==> src/rtl/fetch_stage_pkg.sv <==
// Shared constants for the fetch stage: next-PC select encodings, NOP word,
// default boot PC and the fetch FSM state type.
package fetch_stage_pkg;

    localparam logic [31:0] DEFAULT_RESET_PC = 32'h0000_3000;
    localparam logic [31:0] NOP              = 32'h0000_0000;

    // npcMode encodings driven by the D-stage controller; 4-7 fall back to sequential.
    localparam logic [2:0] NPC_SEQ    = 3'd0;
    localparam logic [2:0] NPC_BRANCH = 3'd1;
    localparam logic [2:0] NPC_JUMP   = 3'd2;
    localparam logic [2:0] NPC_JR     = 3'd3;

    typedef enum logic [1:0] {
        ST_BOOT = 2'd0,
        ST_RUN  = 2'd1,
        ST_HALT = 2'd2
    } fetch_state_e;

endpackage

==> src/rtl/fetch_stage_if.sv <==
// Bus bundle between the fetch stage, the D-stage controller/hazard unit and
// the instruction memory. master = fetch stage, slave = its environment.
interface fetch_stage_if;
    import fetch_stage_pkg::*;

    // Inputs to fetch: hazard hold, D-stage redirect info, IM read data.
    logic         stall;
    logic [2:0]   npcMode;
    logic         cmpResult;
    logic [31:0]  PC_D;
    logic [25:0]  imm26_D;
    logic [31:0]  rsData_D;
    logic [31:0]  im_data;

    // Outputs of fetch: IM word index, F->D payload, status and debug state.
    logic [11:0]  im_addr;
    logic [31:0]  instr_F;
    logic [31:0]  PC_F;
    logic         squash_F;
    logic         excAdEL_F;
    logic [31:0]  fetchCount;
    fetch_state_e state;

    modport master (
        input  stall, npcMode, cmpResult, PC_D, imm26_D, rsData_D, im_data,
        output im_addr, instr_F, PC_F, squash_F, excAdEL_F, fetchCount, state
    );

    modport slave (
        output stall, npcMode, cmpResult, PC_D, imm26_D, rsData_D, im_data,
        input  im_addr, instr_F, PC_F, squash_F, excAdEL_F, fetchCount, state
    );

endinterface

==> src/rtl/fetch_stage_npc_calc.sv <==
// Combinational next-PC selection: sequential, taken branch, j/jal and jr,
// plus the redirect flag telling fetch the sequential slot is being abandoned.
module npc_calc
    import fetch_stage_pkg::*;
(
    input  logic [2:0]  npc_mode,
    input  logic        cmp_result,
    input  logic [31:0] pc_f,
    input  logic [31:0] pc_d,
    input  logic [25:0] imm26,
    input  logic [31:0] rs_data,
    output logic [31:0] npc,
    output logic        redirect
);

    logic [31:0] pc_f_plus4;
    logic [31:0] branch_target;
    logic [31:0] jump_target;

    // All sums are plain 32-bit adds, so wrap-around is silent by construction.
    assign pc_f_plus4    = pc_f + 32'd4;
    assign branch_target = pc_d + 32'd4 + {{14{imm26[15]}}, imm26[15:0], 2'b00};
    assign jump_target   = {pc_d[31:28], imm26, 2'b00};

    always_comb begin
        npc      = pc_f_plus4;
        redirect = 1'b0;
        case (npc_mode)
            NPC_SEQ: begin
                npc      = pc_f_plus4;
                redirect = 1'b0;
            end
            NPC_BRANCH: begin
                if (cmp_result) begin
                    npc      = branch_target;
                    redirect = 1'b1;
                end
            end
            NPC_JUMP: begin
                npc      = jump_target;
                redirect = 1'b1;
            end
            NPC_JR: begin
                npc      = rs_data;
                redirect = 1'b1;
            end
            default: begin
                npc      = pc_f_plus4;
                redirect = 1'b0;
            end
        endcase
    end

endmodule

==> src/rtl/fetch_stage.sv <==
// Fetch stage: PC register, BOOT/RUN/HALT FSM, delivered-instruction counter
// and fetch address checking. Optional macro F_DELAY_SLOT_EN keeps the slot behind a redirect.
module fetch_stage
    import fetch_stage_pkg::*;
#(
    parameter logic [31:0] RESET_PC = DEFAULT_RESET_PC,
    parameter int unsigned IM_WORDS = 4096
) (
    input  logic          clk,
    input  logic          reset,
    fetch_stage_if.master bus
);

    localparam logic [32:0] IM_BYTES = 33'(IM_WORDS) * 33'd4;

    fetch_state_e state_q, state_d;
    logic [31:0]  pc_q, pc_d;
    logic [31:0]  fetch_count_q;
    logic [31:0]  pc_offset;
    logic [31:0]  npc;
    logic         redirect;
    logic         redirect_squash;
    logic         pc_valid;
    logic         squash;
    logic         count_en;

    npc_calc u_npc_calc (
        .npc_mode   (bus.npcMode),
        .cmp_result (bus.cmpResult),
        .pc_f       (pc_q),
        .pc_d       (bus.PC_D),
        .imm26      (bus.imm26_D),
        .rs_data    (bus.rsData_D),
        .npc        (npc),
        .redirect   (redirect)
    );

    // Offset is widened so a huge IM_WORDS cannot overflow the range compare.
    assign pc_offset = pc_q - RESET_PC;
    assign pc_valid  = (pc_q[1:0] == 2'b00) && (pc_q >= RESET_PC)
                     && ({1'b0, pc_offset} < IM_BYTES);

`ifdef F_DELAY_SLOT_EN
    assign redirect_squash = 1'b0;
`else
    assign redirect_squash = redirect && !bus.stall;
`endif

    assign squash = (state_q != ST_RUN) || !pc_valid || redirect_squash;

    always_comb begin
        state_d  = state_q;
        pc_d     = pc_q;
        count_en = 1'b0;
        case (state_q)
            ST_BOOT: state_d = ST_RUN;
            ST_RUN: begin
                if (!bus.stall) begin
                    if (!pc_valid) begin
                        state_d = ST_HALT;
                    end else begin
                        pc_d     = npc;
                        count_en = !squash;
                    end
                end
            end
            ST_HALT: state_d = ST_HALT;
            default: state_d = ST_BOOT;
        endcase
    end

    always_ff @(posedge clk or negedge reset) begin
        if (!reset) begin
            state_q       <= ST_BOOT;
            pc_q          <= RESET_PC;
            fetch_count_q <= '0;
        end else begin
            state_q <= state_d;
            pc_q    <= pc_d;
            if (count_en && (fetch_count_q != 32'hFFFF_FFFF)) begin
                fetch_count_q <= fetch_count_q + 32'd1;
            end
        end
    end

    assign bus.im_addr    = pc_offset[13:2];
    assign bus.instr_F    = pc_valid ? bus.im_data : NOP;
    assign bus.PC_F       = pc_q;
    assign bus.squash_F   = squash;
    assign bus.excAdEL_F  = (state_q == ST_HALT) || !pc_valid;
    assign bus.fetchCount = fetch_count_q;
    assign bus.state      = state_q;

endmodule

==> src/flat_wrapper.sv <==
// flat-port wrapper written by rule: the top's interface ports become plain ports
module fetch_stage_flat import fetch_stage_pkg::*;
#(
    parameter logic [31:0] RESET_PC = DEFAULT_RESET_PC,
    parameter int unsigned IM_WORDS = 4096
)
  (clk, reset, bus_stall, bus_npcMode, bus_cmpResult, bus_PC_D, bus_imm26_D, bus_rsData_D, bus_im_data, bus_im_addr, bus_instr_F, bus_PC_F, bus_squash_F, bus_excAdEL_F, bus_fetchCount, bus_state);
  fetch_stage_if bus_i ();
  input  logic clk;
  input  logic reset;
  input wire logic [$bits(bus_i.stall)-1:0] bus_stall;
  input wire logic [$bits(bus_i.npcMode)-1:0] bus_npcMode;
  input wire logic [$bits(bus_i.cmpResult)-1:0] bus_cmpResult;
  input wire logic [$bits(bus_i.PC_D)-1:0] bus_PC_D;
  input wire logic [$bits(bus_i.imm26_D)-1:0] bus_imm26_D;
  input wire logic [$bits(bus_i.rsData_D)-1:0] bus_rsData_D;
  input wire logic [$bits(bus_i.im_data)-1:0] bus_im_data;
  output wire logic [$bits(bus_i.im_addr)-1:0] bus_im_addr;
  output wire logic [$bits(bus_i.instr_F)-1:0] bus_instr_F;
  output wire logic [$bits(bus_i.PC_F)-1:0] bus_PC_F;
  output wire logic [$bits(bus_i.squash_F)-1:0] bus_squash_F;
  output wire logic [$bits(bus_i.excAdEL_F)-1:0] bus_excAdEL_F;
  output wire logic [$bits(bus_i.fetchCount)-1:0] bus_fetchCount;
  output wire logic [$bits(bus_i.state)-1:0] bus_state;
  assign bus_i.stall = bus_stall;
  assign bus_i.npcMode = bus_npcMode;
  assign bus_i.cmpResult = bus_cmpResult;
  assign bus_i.PC_D = bus_PC_D;
  assign bus_i.imm26_D = bus_imm26_D;
  assign bus_i.rsData_D = bus_rsData_D;
  assign bus_i.im_data = bus_im_data;
  assign bus_im_addr = bus_i.im_addr;
  assign bus_instr_F = bus_i.instr_F;
  assign bus_PC_F = bus_i.PC_F;
  assign bus_squash_F = bus_i.squash_F;
  assign bus_excAdEL_F = bus_i.excAdEL_F;
  assign bus_fetchCount = bus_i.fetchCount;
  assign bus_state = bus_i.state;
  fetch_stage #(.RESET_PC(RESET_PC), .IM_WORDS(IM_WORDS)) u_core (.clk(clk), .reset(reset), .bus(bus_i));
endmodule
==> config.mk <==
export PLATFORM = sky130hd
export DESIGN_NAME = fetch_stage_flat
export DESIGN_NICKNAME = d
export VERILOG_FILES = /design/src/rtl/fetch_stage_pkg.sv /design/src/rtl/fetch_stage_if.sv /design/src/rtl/fetch_stage_npc_calc.sv /design/src/rtl/fetch_stage.sv /design/src/flat_wrapper.sv
export SDC_FILE = /design/constraint.sdc
export NUM_CORES = 1
export LEC_CHECK = 0
export CELL_PAD_IN_SITES_DETAIL_PLACEMENT = 2
export CELL_PAD_IN_SITES_GLOBAL_PLACEMENT = 2
export CORE_MARGIN = 3
export CORE_UTILIZATION = 25
export DETAILED_ROUTE_END_ITERATION = 8
export PLACE_DENSITY = 0.84
export SLEW_MARGIN = 20
export SYNTH_ARGS = -nofsm -noshare
export SYNTH_HDL_FRONTEND = slang
export SYNTH_SLANG_ARGS = --single-unit
==> constraint.sdc <==
create_clock -name clk -period 8.45 [get_ports clk]
set_clock_uncertainty 0.05 [all_clocks]
set_input_delay 1.2675 -clock clk [delete_from_list [all_inputs] [get_ports clk]]
set_output_delay 1.2675 -clock clk [all_outputs]
set_load 0.05 [all_outputs]
==> results of run 1 <==
-- metrics by stage --
| stage | util, % | area (um2) | power (mW) | hold WS, ps |
|---|---|---|---|---|
| floorplan | - | 6040 | 0.512 | 554 |
| global placement | 36.8 | 8680 | 0.643 | 437 |
| detailed placement | 36.8 | 8680 | 0.657 | 430 |
| CTS | 38.0 | 8980 | 1.05 | 442 |
| global route | 38.0 | 8980 | 1.10 | 465 |
| finish | 38.0 | 8980 | 1.04 | 440 |
-- sequential cells by signal, summed over array words and instances (netlist names) --
signal,flops
u_core.bus.PC_F,32
u_core.bus.state,2
u_core.bus.fetchCount,32
-- cell usage in the layout, fill, tap and decap left out, types with 3 or more instances in the layout --
| cell type | n |
|---|---|
| nor4_1 | 8 |
| o31ai_1 | 4 |
| a31oi_1 | 9 |
| clkbuf_16 | 9 |
| nor4b_1 | 3 |
| nand3b_1 | 4 |
| a222oi_1 | 10 |
| a221oi_1 | 13 |
| o21bai_1 | 7 |
| a21o_1 | 10 |
| xor2_1 | 25 |
| o221ai_1 | 3 |
| a22oi_1 | 6 |
| o21a_1 | 6 |
| a211oi_1 | 3 |
| nand3_1 | 23 |
| and4_1 | 7 |
| clkdlybuf4s50_1 | 239 |
| a21oi_1 | 41 |
| o211ai_1 | 6 |
| nand2b_1 | 6 |
| nand2_1 | 65 |
| nand4_1 | 15 |
| and2_1 | 38 |
| inv_1 | 21 |
| nor3b_1 | 3 |
| nor2_1 | 46 |
| o31a_1 | 3 |
| dfrtp_1 | 64 |
| and3_1 | 19 |
| buf_4 | 7 |
| ha_1 | 64 |
| a21boi_0 | 3 |
| o21ai_0 | 52 |
| nor3_1 | 18 |
| xnor2_1 | 30 |
-- worst register-to-register path: cells and delay by family (launching register included) --
kind | cells | cell delay [ps]
AO/OA/AOI/OAI | 2 | 480
XOR/XNOR | 1 | 180
adder cells (fa/ha/maj) | 1 | 340
flip-flops | 1 | 590
AND/OR/NAND/NOR | 5 | 2240
-- area by class of cell --
type / count / area share (%)
Multi-Input combinational cell: 591 / 45.6
Timing Repair Buffer: 247 / 27.3
Sequential cell: 66 / 18.4
Tap cell: 319 / 4.44
Clock buffer: 9 / 2.51
Inverter: 21 / 0.878
Clock inverter: 7 / 0.850
Antenna cell: 1 / 0.0279
-- cells in the mapped netlist (8+ instances only) --
| library cell | n |
|---|---|
| a21o_1 | 10 |
| a21oi_1 | 41 |
| a221oi_1 | 13 |
| a222oi_1 | 10 |
| a31oi_1 | 9 |
| and2_1 | 38 |
| and3_1 | 19 |
| buf_4 | 11 |
| clkbuf_1 | 24 |
| dfrtp_1 | 64 |
| ha_1 | 64 |
| inv_1 | 21 |
| nand2_1 | 65 |
| nand3_1 | 23 |
| nand4_1 | 15 |
| nor2_1 | 47 |
| nor3_1 | 18 |
| nor4_1 | 8 |
| o21ai_0 | 52 |
| xnor2_1 | 30 |
| xor2_1 | 25 |
-- power breakdown --
group | internal [mW] | switching, mW | total, mW
combinational | 0.146 | 0.180 | 0.326
sequential | 0.321 | 0.00482 | 0.326
clock | 0.230 | 0.156 | 0.386
-- routing by layer --
layer	up-vias	part of all wire, %	track usage, %
met2	193	51	34.8
met4	0	2.0	5.01
met1	3201	42	24.4
met5	-	0	0
li1	3086	-	-
met3	28	5.0	3.41
-- kinds of logic (layout without fill, tap and decap cells) --
| logic type | after synthesis | count (layout) | share of synthesized area, % |
|---|---|---|---|
| AOI/OAI and AO/OA | 191 | 191 | 20.8 |
| muxes | 2 | 2 | 0.352 |
| and+or+nand+nor | 278 | 278 | 25.0 |
| adders and majority gates | 65 | 65 | 13.6 |
| DFF | 66 | 66 | 27.4 |
| xor gates and xnor gates | 55 | 55 | 7.97 |
| other | 0 | 1 | 0 |
| buffers and inverters | 61 | 284 | 4.89 |
-- worst max-delay path by stage --
stage,startpoint,end,slack [ps],depth (start not counted)
floorplan,u_core.bus.PC_F[12],bus_instr_F[22],3880,9
global placement,u_core.bus.PC_F[12],bus_instr_F[1],3170,8
detailed placement,u_core.bus.PC_F[12],bus_squash_F,2880,8
CTS,u_core.bus.PC_F[12],bus_squash_F,2480,8
global route,u_core.bus.PC_F[12],bus_squash_F,2140,8
finish,u_core.bus.PC_F[12],bus_instr_F[10],2530,8
==> impl_metrics.csv, run 1 <==
group,metric,value,unit
power_and_ir_drop,ir_worst_vdd,0.0000810,V
synthesis,async_flop_share,100,%
grt,track_usage,19.5,%
setup_path,worstPathRequired,7130,ps
layout,nFillCells,2659,
grt,grt_pass1_wl,40800,um
place,dp_hpwl,21100,um
setup_path,critical_path.max_stage_delay,880,ps
power_and_ir_drop,power.density,116,nW/um2
timing,setup_ws,2530,ps
cts,cts_root_buf,"clkbuf_16",
floorplan,start_util,25.6,%
grt,grt-ovfl-total,0,
timing,slew_violations,0,
timing,period_needed,5920,ps
timing,slew_headroom,33.2,%
synthesis,yosys.area.top_type,"dfrtp_1",
route,viasPerCell,5.16,
layout,multi_input_area,4100,um2
floorplan,io_pins,241,
layout,syn_to_final_growth,48.7,%
layout,seq_area,1650,um2
synthesis,ys.warnings.count,0,
floorplan,coreArea,23600,um2
floorplan,die_h,161,um
cts,cts_tree,"built",
place,place_inst,1244,
setup_path,cp.arrival,4600,ps
setup_path,cpLargestDelayFamily,"simple AND/OR/NAND/NOR gates",
cts,cts_hold_buf,0,
cts,cts_inserted_buffers,9,
worst_hold_path,holdPathStages,1,
synthesis,yosys-top-cells-area,"dfrtp_1 27%, ha_1 13%, xnor2_1 4.3%",
synthesis,synth_area,6040,um2
timing,hold_viol,0,
route,routed_wirelength,25900,um
setup_path,r2r_end,"u_core.bus.state[1]",
setup_path,cp_max_fo,35,
timing,tightest_slew,997,ps
worst_hold_path,holdPathEnd,"u_core.bus.fetchCount[21]",
synthesis,synth_edf_count,0,
timing,grt_setup_unrepaired,"no",
timing,post-route-period-util,70.0,%
power_and_ir_drop,power_leakage,3.76,nW
route,post_drt_wl_per_cell,20.6,um
synthesis,syn-num-nets,912,
layout,nets,1130,
setup_path,crit_path_end_kind,"output pin",
worst_hold_path,hp-class,"reg2reg",
place,gp_congestion,0.822,
place,dpl_worst_slack,2880,ps
floorplan,die-area,26100,um2
setup_path,cpMaxStageDelayCell,"nor2b_2",
cts,clkSinkCount,66,
grt,grt_pass1_vias,6956,
synthesis,synth_cell_types,68,
setup_path,cp-start-kind,"flop",
synthesis,synthCells,718,
cts,insertion_delay,340,ps
setup_path,reg2reg_from,"u_core.bus.PC_F[12]",
timing,setup_viol,0,
layout,drive_gt1_share,4.14,%
setup_path,cp_num_buf_inv,1,
setup_path,cp_cell_sequence,"ha_1 > xor2_1 > nand3_1 > or4b_2 > nor4_2 > nor2b_2 > and2_1 > clkdlybuf4s50_1",
place,portBuffers,240,
floorplan,rows,56,
outcome,outcome,"complete, no violations",
route,via_count,6508,
synthesis,avgSynthCellArea,8.41,um2
route,firstDrtPassIters,6,
synthesis,ys_seq_area_share,27.4,%
setup_path,reg2reg_depth,9,
grt,antenna_found_initial,1,
route,ant_nets,0,
cts,cts_setup_buffers,0,
setup_path,regToRegSetupSlack,4420,ps
route,drtIter0Drc,331,
setup_path,path_class,"reg2out",
cts,cts_resized,0,
job,cap_violations,0,
cts,cts_max_level,3,
timing,setup_tns,0,ps
route,drc,0,
cts,max-clock-path-buffers,2,
timing,fmax,169,MHz
worst_hold_path,min_from,"u_core.bus.fetchCount[21]",
layout,stdcell_count,1261,
synthesis,ys.flop_type,"dfrtp_1",
cts,clkTransAtPathRegs,60,ps
floorplan,die_w,161,um
synthesis,yosys.area.top_type_share,26.5,%
grt,grt_max_degree,67,
synthesis,synth.ff_latch_count,66,
Power figures use the tool's default switching activity.
==> run 2: changes to the inputs <==
--- a/config.mk
+++ b/config.mk
@@ -8,9 +8,9 @@
 export CELL_PAD_IN_SITES_DETAIL_PLACEMENT = 2
 export CELL_PAD_IN_SITES_GLOBAL_PLACEMENT = 2
 export CORE_MARGIN = 3
-export CORE_UTILIZATION = 25
+export CORE_UTILIZATION = 22
 export DETAILED_ROUTE_END_ITERATION = 8
-export PLACE_DENSITY = 0.84
+export PLACE_DENSITY = 0.79
 export SLEW_MARGIN = 20
 export SYNTH_ARGS = -nofsm -noshare
 export SYNTH_HDL_FRONTEND = slang
==> constraint.sdc (replaced) <==
create_clock -name clk -period 5.2 [get_ports clk]
set_clock_uncertainty 0.05 [all_clocks]
set_input_delay 0.78 -clock clk [delete_from_list [all_inputs] [get_ports clk]]
set_output_delay 0.78 -clock clk [all_outputs]
set_load 0.05 [all_outputs]
==> run 2 against run 1 <==
Cell area fell by 0.57%. Sequential cell count is the same. Register-to-register slack got worse by 2800 ps. Sequential power increased by 63%. First-iteration DRC count grew 10%. Sequential share of layout area rose by 0.11 points. Largest power group unchanged.
==> impl_metrics.csv, run 2 (synthesis results as in run 1) <==
group,metric,value,unit
route,firstDrtPassIters,5,
route,viasPerCell,5.03,
grt,grt_pass1_vias,6874,
place,gp_congestion,0.830,
timing,setup_viol,0,
cts,max-clock-path-buffers,2,
cts,cts_tree,"built",
layout,nFillCells,3036,
cts,cts_setup_buffers,0,
floorplan,coreArea,27000,um2
grt,grt-ovfl-total,0,
grt,grt_pass1_wl,39700,um
setup_path,worstPathRequired,4370,ps
cts,cts_resized,0,
layout,drive_gt1_share,7.63,%
grt,grt_max_degree,37,
floorplan,die-area,29500,um2
route,routed_wirelength,25900,um
timing,slew_headroom,49.3,%
setup_path,path_class,"reg2out",
grt,grt_use_met1,22.4,%
timing,grt_setup_unrepaired,"no",
layout,final_cell_mix,"206 x clkdlybuf4s50_1, 65 x nand2_1, 64 x ha_1, 64 x dfrtp_1, 52 x o21ai_0",
cts,cts_max_level,3,
cts,clkSinkCount,66,
grt,grt_use_met3,2.30,%
timing,fmax,222,MHz
layout,layout_commonest_cell,"clkdlybuf4s50_1",
floorplan,die_h,172,um
cts,cts_root_buf,"clkbuf_16",
outcome,outcome,"complete, no violations",
setup_path,cp.arrival,3670,ps
route,post_drt_wl_per_cell,20.1,um
power_and_ir_drop,ir_worst_vdd,0.0000941,V
floorplan,die_w,172,um
route,ant_nets,0,
place,dp_hpwl,21200,um
place,portBuffers,240,
job,cap_violations,0,
timing,tightest_slew,759,ps
timing,setup_tns,0,ps
layout,nets,1133,
timing,period_needed,4500,ps
grt,track_usage,17.1,%
cts,cts_hold_buf,0,
grt,busiest_layer,"met2",
grt,met2_usage,28.9,%
timing,post-route-period-util,86.5,%
floorplan,io_pins,241,
floorplan,start_util,22.4,%
timing,slew_violations,0,
cts,cts_inserted_buffers,9,
setup_path,cp-start-kind,"flop",
power_and_ir_drop,power.density,181,nW/um2
timing,hold_viol,0,
layout,syn_to_final_growth,47.8,%
route,via_count,6477,
setup_path,crit_path_end_kind,"output pin",
power_and_ir_drop,power_leakage,3.84,nW
route,drc,0,
worst_hold_path,hp-class,"in2async",
grt,antenna_found_initial,2,
setup_path,cp_max_fo,9,
cts,insertion_delay,340,ps
route,drtIter0Drc,364,
floorplan,rows,60,
timing,timing.hold.ws,459,ps
cts,clkTransAtPathRegs,60,ps
-- run 2: where the power goes --
group	total [mW]	internal, mW	switching [mW]
logic	0.522	0.237	0.285
registers	0.530	0.522	0.00815
clock network	0.564	0.334	0.230
-- run 2: final cells by class --
cell class / instances / area [um2] / area share, %
Sequential cell: 66 / 1650 / 18.5
Clock inverter: 3 / 15.0 / 0.168
Clock buffer: 13 / 250 / 2.80
Tap cell: 341 / 427 / 4.78
Antenna cell: 3 / 7.51 / 0.0841
Inverter: 21 / 78.8 / 0.883
Multi-Input combinational cell: 591 / 4100 / 45.9
Timing Repair Buffer: 250 / 2400 / 26.9
-- run 2: worst paths after layout --
path,start,end,slack (ps),cells after the start
setup / recovery,u_core.bus.PC_F[12],bus_excAdEL_F,700,8
setup reg to reg,u_core.bus.PC_F[12],u_core.bus.fetchCount[17],1620,10
min in group clk,u_core.bus.fetchCount[15],u_core.bus.fetchCount[15],460,1
hold / removal,reset,u_core.bus.PC_F[22],460,1
max in group asynchronous,reset,u_core.bus.PC_F[12],3640,2
hold reg to reg,u_core.bus.fetchCount[15],u_core.bus.fetchCount[15],460,1
-- run 2: routing by layer --
metal	share of wire [%]	vias to the layer above
li1	-	3100
met1	44	3186
met2	49	151
met3	3.8	40
met4	2.9	0
met5	0	-
-- run 2: stage by stage --
step	power (mW)	instance area, um2	util [%]	worst slack (ps)	cells
2_1_floorplan	0.832	6040	-	1120	718
3_3_place_gp	1.05	8660	32.1	984	1269
3_5_place_dp	1.06	8660	32.1	842	1269
4_1_cts	1.63	8920	33.1	675	1285
5_1_grt	1.71	8930	33.1	514	1288
6_report	1.62	8930	33.1	702	1288
-- run 2: worst max-delay path, stage by stage, from the launching register on --
cell and delay (ps):
dfstp_2 580, ha_1 350, xor2_1 180, nand3_1 120
or4b_2 650, nor4_2 360, nor2b_2 250, nand2b_1 110
clkdlybuf4s50_1 720
